**src/rtl/ram_bank_pkg.sv**
```systemverilog
// ram_bank_pkg: shared types, limits and the byte-merge helper for the RAM bank.
package ram_bank_pkg;
  typedef enum logic {ST_CLEAR, ST_READY} bank_state_t;
  localparam int MAX_RD_LATENCY = 4;
  localparam int MAX_DATA_WIDTH = 256;
  localparam int MAX_BE_WIDTH = MAX_DATA_WIDTH / 8;
  // Callers zero-extend narrower words into the fixed-width arguments and truncate the result.
  function automatic logic [MAX_DATA_WIDTH-1:0] be_merge(
    input logic [MAX_DATA_WIDTH-1:0] old,
    input logic [MAX_DATA_WIDTH-1:0] wdata,
    input logic [MAX_BE_WIDTH-1:0] be
  );
    logic [MAX_DATA_WIDTH-1:0] r;
    for (int i = 0; i < MAX_BE_WIDTH; i++) r[8*i +: 8] = be[i] ? wdata[8*i +: 8] : old[8*i +: 8];
    return r;
  endfunction
endpackage

```
**src/rtl/ram_rd_pipe.sv**
```systemverilog
// ram_rd_pipe: fixed-depth shift register that delays read responses {valid, data, err}.
module ram_rd_pipe #(
  parameter int DATA_WIDTH = 32,
  parameter int DEPTH = 1
) (
  input  logic                  clk,
  input  logic                  rst,
  input  logic                  in_valid,
  input  logic [DATA_WIDTH-1:0] in_data,
  input  logic                  in_err,
  output logic                  out_valid,
  output logic [DATA_WIDTH-1:0] out_data,
  output logic                  out_err
);
  logic [DEPTH-1:0] v;
  logic [DEPTH-1:0] e;
  logic [DATA_WIDTH-1:0] d [DEPTH];
  // Idle stages carry zero data and error so the outputs read 0 whenever valid is low.
  always_ff @(posedge clk or posedge rst) begin
    if (rst) begin
      v <= '0;
      e <= '0;
      for (int i = 0; i < DEPTH; i++) d[i] <= '0;
    end else begin
      v[0] <= in_valid;
      e[0] <= in_valid && in_err;
      d[0] <= in_valid ? in_data : '0;
      for (int i = 1; i < DEPTH; i++) begin
        v[i] <= v[i-1];
        e[i] <= e[i-1];
        d[i] <= d[i-1];
      end
    end
  end
  assign out_valid = v[DEPTH-1];
  assign out_err = e[DEPTH-1];
  assign out_data = d[DEPTH-1];
endmodule

```
**src/rtl/ram_bank_ctrl.sv**
```systemverilog
// ram_bank_ctrl: single-port RAM bank with byte-enabled writes, delayed reads and a hardware clear sweep.
module ram_bank_ctrl
  import ram_bank_pkg::*;
#(
  parameter int ADDR_WIDTH = 4,
  parameter int ADDR_DEPTH = 16,
  parameter int DATA_WIDTH = 32,
  parameter int RD_LATENCY = 1,
  localparam int BE_WIDTH = DATA_WIDTH / 8
) (
  input  logic                  clk,
  input  logic                  rst,
  input  logic                  clr_req,
  input  logic                  req_valid,
  output logic                  req_ready,
  input  logic                  req_we,
  input  logic [ADDR_WIDTH-1:0] req_addr,
  input  logic [DATA_WIDTH-1:0] req_wdata,
  input  logic [BE_WIDTH-1:0]   req_be,
  output logic                  rsp_valid,
  output logic [DATA_WIDTH-1:0] rsp_rdata,
  output logic                  rsp_err,
  output logic                  init_done
);
  localparam int CW = $clog2(ADDR_DEPTH + 1);
  localparam int IW = ADDR_DEPTH > 1 ? $clog2(ADDR_DEPTH) : 1;
  if (RD_LATENCY < 1 || RD_LATENCY > MAX_RD_LATENCY) begin : g_bad_latency
    $error("RD_LATENCY must be in 1..%0d", MAX_RD_LATENCY);
  end
  if (DATA_WIDTH % 8 != 0 || DATA_WIDTH > MAX_DATA_WIDTH) begin : g_bad_width
    $error("DATA_WIDTH must be a multiple of 8 and at most %0d", MAX_DATA_WIDTH);
  end
  if (ADDR_DEPTH < 1 || ADDR_DEPTH > 2 ** ADDR_WIDTH) begin : g_bad_depth
    $error("ADDR_DEPTH must be in 1..2**ADDR_WIDTH");
  end
  bank_state_t state;
  bank_state_t state_nxt;
  logic [CW-1:0] cnt;
  logic clearing;
  logic accept;
  logic in_range;
  logic [IW-1:0] aidx;
  logic [IW-1:0] cidx;
  logic [DATA_WIDTH-1:0] rd_data;
  logic [DATA_WIDTH-1:0] mem [ADDR_DEPTH];
  always_ff @(posedge clk or posedge rst) begin
    if (rst) state <= ST_CLEAR;
    else state <= state_nxt;
  end
  always_comb begin
    state_nxt = state == ST_CLEAR ? (cnt == CW'(ADDR_DEPTH - 1) ? ST_READY : ST_CLEAR)
                                  : (clr_req ? ST_CLEAR : ST_READY);
  end
  always_comb begin
    clearing = state == ST_CLEAR;
    init_done = state == ST_READY;
    req_ready = state == ST_READY && !clr_req;
  end
  // The counter rests at 0 in READY, so entering CLEAR always sweeps from address 0.
  always_ff @(posedge clk or posedge rst) begin
    if (rst) cnt <= '0;
    else cnt <= clearing ? cnt + CW'(1) : '0;
  end
  assign accept = req_valid && req_ready;
  assign in_range = 32'(req_addr) < 32'(ADDR_DEPTH);
  assign aidx = IW'(req_addr);
  assign cidx = IW'(cnt);
  assign rd_data = in_range ? mem[aidx] : '0;
  // Storage has no reset; the clear sweep is what zeroes it.
  always_ff @(posedge clk) begin
    if (clearing) mem[cidx] <= '0;
    else if (accept && req_we && in_range)
      mem[aidx] <= DATA_WIDTH'(be_merge(MAX_DATA_WIDTH'(mem[aidx]), MAX_DATA_WIDTH'(req_wdata), MAX_BE_WIDTH'(req_be)));
  end
  ram_rd_pipe #(
    .DATA_WIDTH(DATA_WIDTH),
    .DEPTH(RD_LATENCY)
  ) u_rd_pipe (
    .clk(clk),
    .rst(rst),
    .in_valid(accept && !req_we),
    .in_data(rd_data),
    .in_err(!in_range),
    .out_valid(rsp_valid),
    .out_data(rsp_rdata),
    .out_err(rsp_err)
  );
endmodule

```
**config.mk**
```make
export PLATFORM = sky130hd
export DESIGN_NAME = ram_bank_ctrl
export DESIGN_NICKNAME = d
export VERILOG_FILES = /design/src/rtl/ram_bank_pkg.sv /design/src/rtl/ram_rd_pipe.sv /design/src/rtl/ram_bank_ctrl.sv
export SDC_FILE = /design/constraint.sdc
export NUM_CORES = 1
export LEC_CHECK = 0
export BUFFER_PORTS_ARGS = -buffer_cell sky130_fd_sc_hd__buf_2
export CAP_MARGIN = 20
export CORE_ASPECT_RATIO = 1.5
export CORE_MARGIN = 10
export CORE_UTILIZATION = 25
export DETAILED_ROUTE_END_ITERATION = 16
export PLACE_DENSITY = 0.4
export SLEW_MARGIN = 15
export SYNTH_ARGS = -nofsm -noshare
export SYNTH_HDL_FRONTEND = slang
export SYNTH_SLANG_ARGS = --single-unit
```
**constraint.sdc**
```tcl
create_clock -name clk -period 5.8 [get_ports clk]
set_input_delay 0.29 -clock clk [delete_from_list [all_inputs] [get_ports clk]]
set_output_delay 0.29 -clock clk [all_outputs]
set_load 0.01 [all_outputs]
```
==> impl_metrics.env <==
export IMPL_floorplan_initialDensity_pct=25.16
export IMPL_path_max_fanout=23
export IMPL_first_global_vias=11450
export IMPL_drtIter0Drc=740
export IMPL_finalNonFillerCells=2374
export IMPL_dpl_cell_count=2277
export IMPL_switchingPower_uw=2656
export IMPL_route_vias_total=10480
export IMPL_post_route_drc_count=0
export IMPL_synth_main_ff_cell="edfxtp_1"
export IMPL_endpoint="mem[6][30]$_DFFE_PP_"
export IMPL_worst_setup_hold_path_clk_slew_ps=60
export IMPL_route_detailed_wl_per_inst_um=24.41
export IMPL_avgViaCountPerCell=4.414
export IMPL_drive_above_1_share_pct=30.14
export IMPL_worst_pin_slew_ps=970.0
export IMPL_fp_dieArea_sq_um=97780
export IMPL_final_setup_viol_count=0
export IMPL_max_fclk_ghz=0.2975
export IMPL_synth_top_area_share_pct=71.98
export IMPL_fin_total_pwr_uw=10090
export IMPL_placementRows=131
export IMPL_max_slew_margin_rel_pct=35.33
export IMPL_start_kind="flip-flop"
export IMPL_track_usage_pct=11.86
export IMPL_worst_endpoint_arrival_ps=3650
export IMPL_worstSetupEndpointType="flip-flop"
export IMPL_worst_ir_drop_vdd_mv=0.2038
export IMPL_synthDistinctLibCells=35
export IMPL_grt_antenna_before_repair=1
export IMPL_global_route_overflow_total=0
export IMPL_clock_power_share_pct=34.3
export IMPL_status="finished clean"
export IMPL_grt_max_degree=74
export IMPL_core_area_sq_um=84900
export IMPL_synth_largest_area_cell="edfxtp_1"
export IMPL_final_net_count=1250
export IMPL_syn_cell_area_sq_um=21360
export IMPL_yosysWarningCount=0
export IMPL_wl_met3_um=1946
export IMPL_worstReg2RegStart="init_done$_DFF_PP0_"
export IMPL_reg2reg_slack_ps=2440
export IMPL_final_min_period_over_clock_period_pct=57.95
export IMPL_slowest_library_cell_on_the_worst_path="nor2_4"
export IMPL_syn_nets=1112
export IMPL_fraction_of_synthesis_flops_using_an_asynchronous_set_or_reset_pin_pct=7.078
export IMPL_p_comb_share_pct=14.3
export IMPL_stdcell_area_sq_um=25230
export IMPL_tritoncts_num_sinks=551
export IMPL_hold_path_class="primary input to flip-flop"
export IMPL_m1WireLength_um=24750
export IMPL_ant_nets=0
export IMPL_cts_max_path_buffers=3
export IMPL_route_final_wire_length_um=57940
export IMPL_final_max_slew_viol_count=0
export IMPL_ioPinCount=81
export IMPL_worst_r2r_endpoint="mem[6][30]$_DFFE_PP_"
export IMPL_min_clock_period_post_route_ps=3361
export IMPL_placed_area_sq_um=23510
export IMPL_internal_power_uw=7432
export IMPL_clkLatencyLatePin_ps=600
export IMPL_cts_inserted_buffers=53
export IMPL_drv_cap=0
export IMPL_cts_resized=0
export IMPL_met2_routed_wirelength_um=29900
export IMPL_yosysSeqAreaShare_pct=76.55
export IMPL_h_tree_depth=2
export IMPL_numPortBuffers=79
export IMPL_crit_path_cell_trace="nand4b_1, nor3b_1, a31oi_1, nor2_4, buf_4"
export IMPL_hold_ws_ps=75.72
export IMPL_rsz_0062_raised_after_global_routing="false"
export IMPL_synthTopCellsByArea="edfxtp_1 (72%), mux4_2 (10%), dfrtp_1 (4.6%), mux2i_1 (3.0%), mux2_2 (1.6%)"
export IMPL_tritoncts="yes"
export IMPL_fin_skew_ps=14.35
export IMPL_syn_mean_instance_area_sq_um=20.06
export IMPL_accumulated_negative_setup_slack_ps=0
export IMPL_worst_ep_required_time_ps=6090
export IMPL_gpl_final_weighted_congestion=0.7009
export IMPL_grt_pass1_wl_um=84150
export IMPL_cts_root_buf="clkbuf_16"
export IMPL_r2r_worst_path_cells=5
export IMPL_detailedRoute_firstPassIterationCount=5
export IMPL_pwr_share_seq_pct=51.4
export IMPL_floorplan_die_width_um=258.7
export IMPL_setup_worst_path_class="flip-flop to flip-flop"
export IMPL_yosys_register_bits=551
export IMPL_worstSetupStartpoint="init_done$_DFF_PP0_"
export IMPL_switching_share_pct=26.33
export IMPL_die_height_um=378
export IMPL_power_per_cell_area_nw_per_um2=399.9
export IMPL_p_leak_uw=0.008689
export IMPL_postSynthCellCount=1065
export IMPL_dp_wirelength_um=33160
export IMPL_synth_edff_count=512
export IMPL_max_stage_delay_ps=820
export IMPL_antennaDiodeCount=0
export IMPL_area_growth_pct=18.09
export IMPL_maxUsedRoutingLayer="met4"
export IMPL_final_hold_viol_count=0
-- registers in the layout, summed over array words and instances, names as in the netlist --
name / count
mem: 512
u_rd_pipe.out_data: 32
cnt: 5
init_done: 1
u_rd_pipe.out_valid: 1
-- stage by stage --
| stage | utilization, % | worst slack [ps] |
|---|---|---|
| finish | 29.71 | 2439 |
| floorplan | - | 2785 |
| global placement | 27.68 | 2215 |
| global route | 29.71 | 2146 |
| CTS | 29.71 | 2385 |
| detailed placement | 27.69 | 2256 |
-- cells in the mapped netlist (4+ instances only) --
library cell,count
a211oi_1,31
a21oi_1,34
a22oi_1,31
a2bb2oi_1,32
a31oi_1,4
buf_2,10
buf_4,5
buf_6,10
clkbuf_1,39
dfrtp_1,39
edfxtp_1,512
inv_1,11
mux2_2,31
mux2i_1,65
mux4_2,96
nor2_1,88
nor3_1,4
-- worst min path at each step --
stage                                 from                                to  slack [ps]  cells after the start
after global placement                 rst  u_rd_pipe.out_data[19]$_DFF_PP0_         520                      3
final                              clr_req               init_done$_DFF_PP0_          80                      3
after floorplan           cnt[0]$_DFF_PP0_                  cnt[0]$_DFF_PP0_         480                      1
after detailed placement               rst  u_rd_pipe.out_data[19]$_DFF_PP0_         530                      3
after CTS                          clr_req               init_done$_DFF_PP0_          20                      3
after global routing               clr_req               init_done$_DFF_PP0_          60                      3
-- critical path, delay by kind of cell (launching register included) --
| family | cells | cell delay, ps |
|---|---|---|
| AO/OA/AOI/OAI | 1 | 220 |
| flip-flops | 1 | 570 |
| buffers and inverters | 1 | 340 |
| AND/OR/NAND/NOR | 3 | 1900 |
-- cell type report --
class,count,area (sq um)
Fill cell,8407,59680
Sequential cell,551,16350
Multi-Input combinational cell,438,4768
Clock buffer,70,1440
Tap cell,1130,1414
Timing Repair Buffer,147,945.9
Clock inverter,26,261.5
Inverter,12,45.04
-- repair_timing --
item | 4_1_cts | 5_1_grt
hold buffers | 1 | 0
buffers inserted | 0 | 0
endpoints found under the hold margin | 39 | 0
-- power by group through the flow --
stage	sequential [uW]	clock, uW	combinational [uW]
global placement	5260	0	1500
global route	5230	3740	1570
detailed placement	5270	0	1500
CTS	5190	3600	1510
floorplan	5230	0	801
finish	5190	3460	1440
-- cells by family after synthesis --
kind of cell,share of synthesized area [%]
simple gates,2.009
compound gates,4.592
buf+inv,1.833
mux,14.80
fa+ha+maj,0.1171
xor+xnor,0.08202
flops,76.55
other cells,0.01756
-- metal layers --
| metal | vias up | track usage, % |
|---|---|---|
| met1 | 5589 | 14.64 |
| met4 | 0 | 3.469 |
| met5 | - | 0 |
| met3 | 82 | 1.958 |
| met2 | 184 | 20.95 |
| li1 | 4623 | - |
-- cells in the final DEF (no fill, tap or decap), drive strengths merged, types with 32 or more instances in the layout --
cell,n
nor2,88
a21oi,34
mux2i,65
a2bb2oi,32
mux4,96
buf,146
clkbuf,70
edfxtp,512
dfrtp,39
No activity file was read; power rests on OpenSTA's default activity.
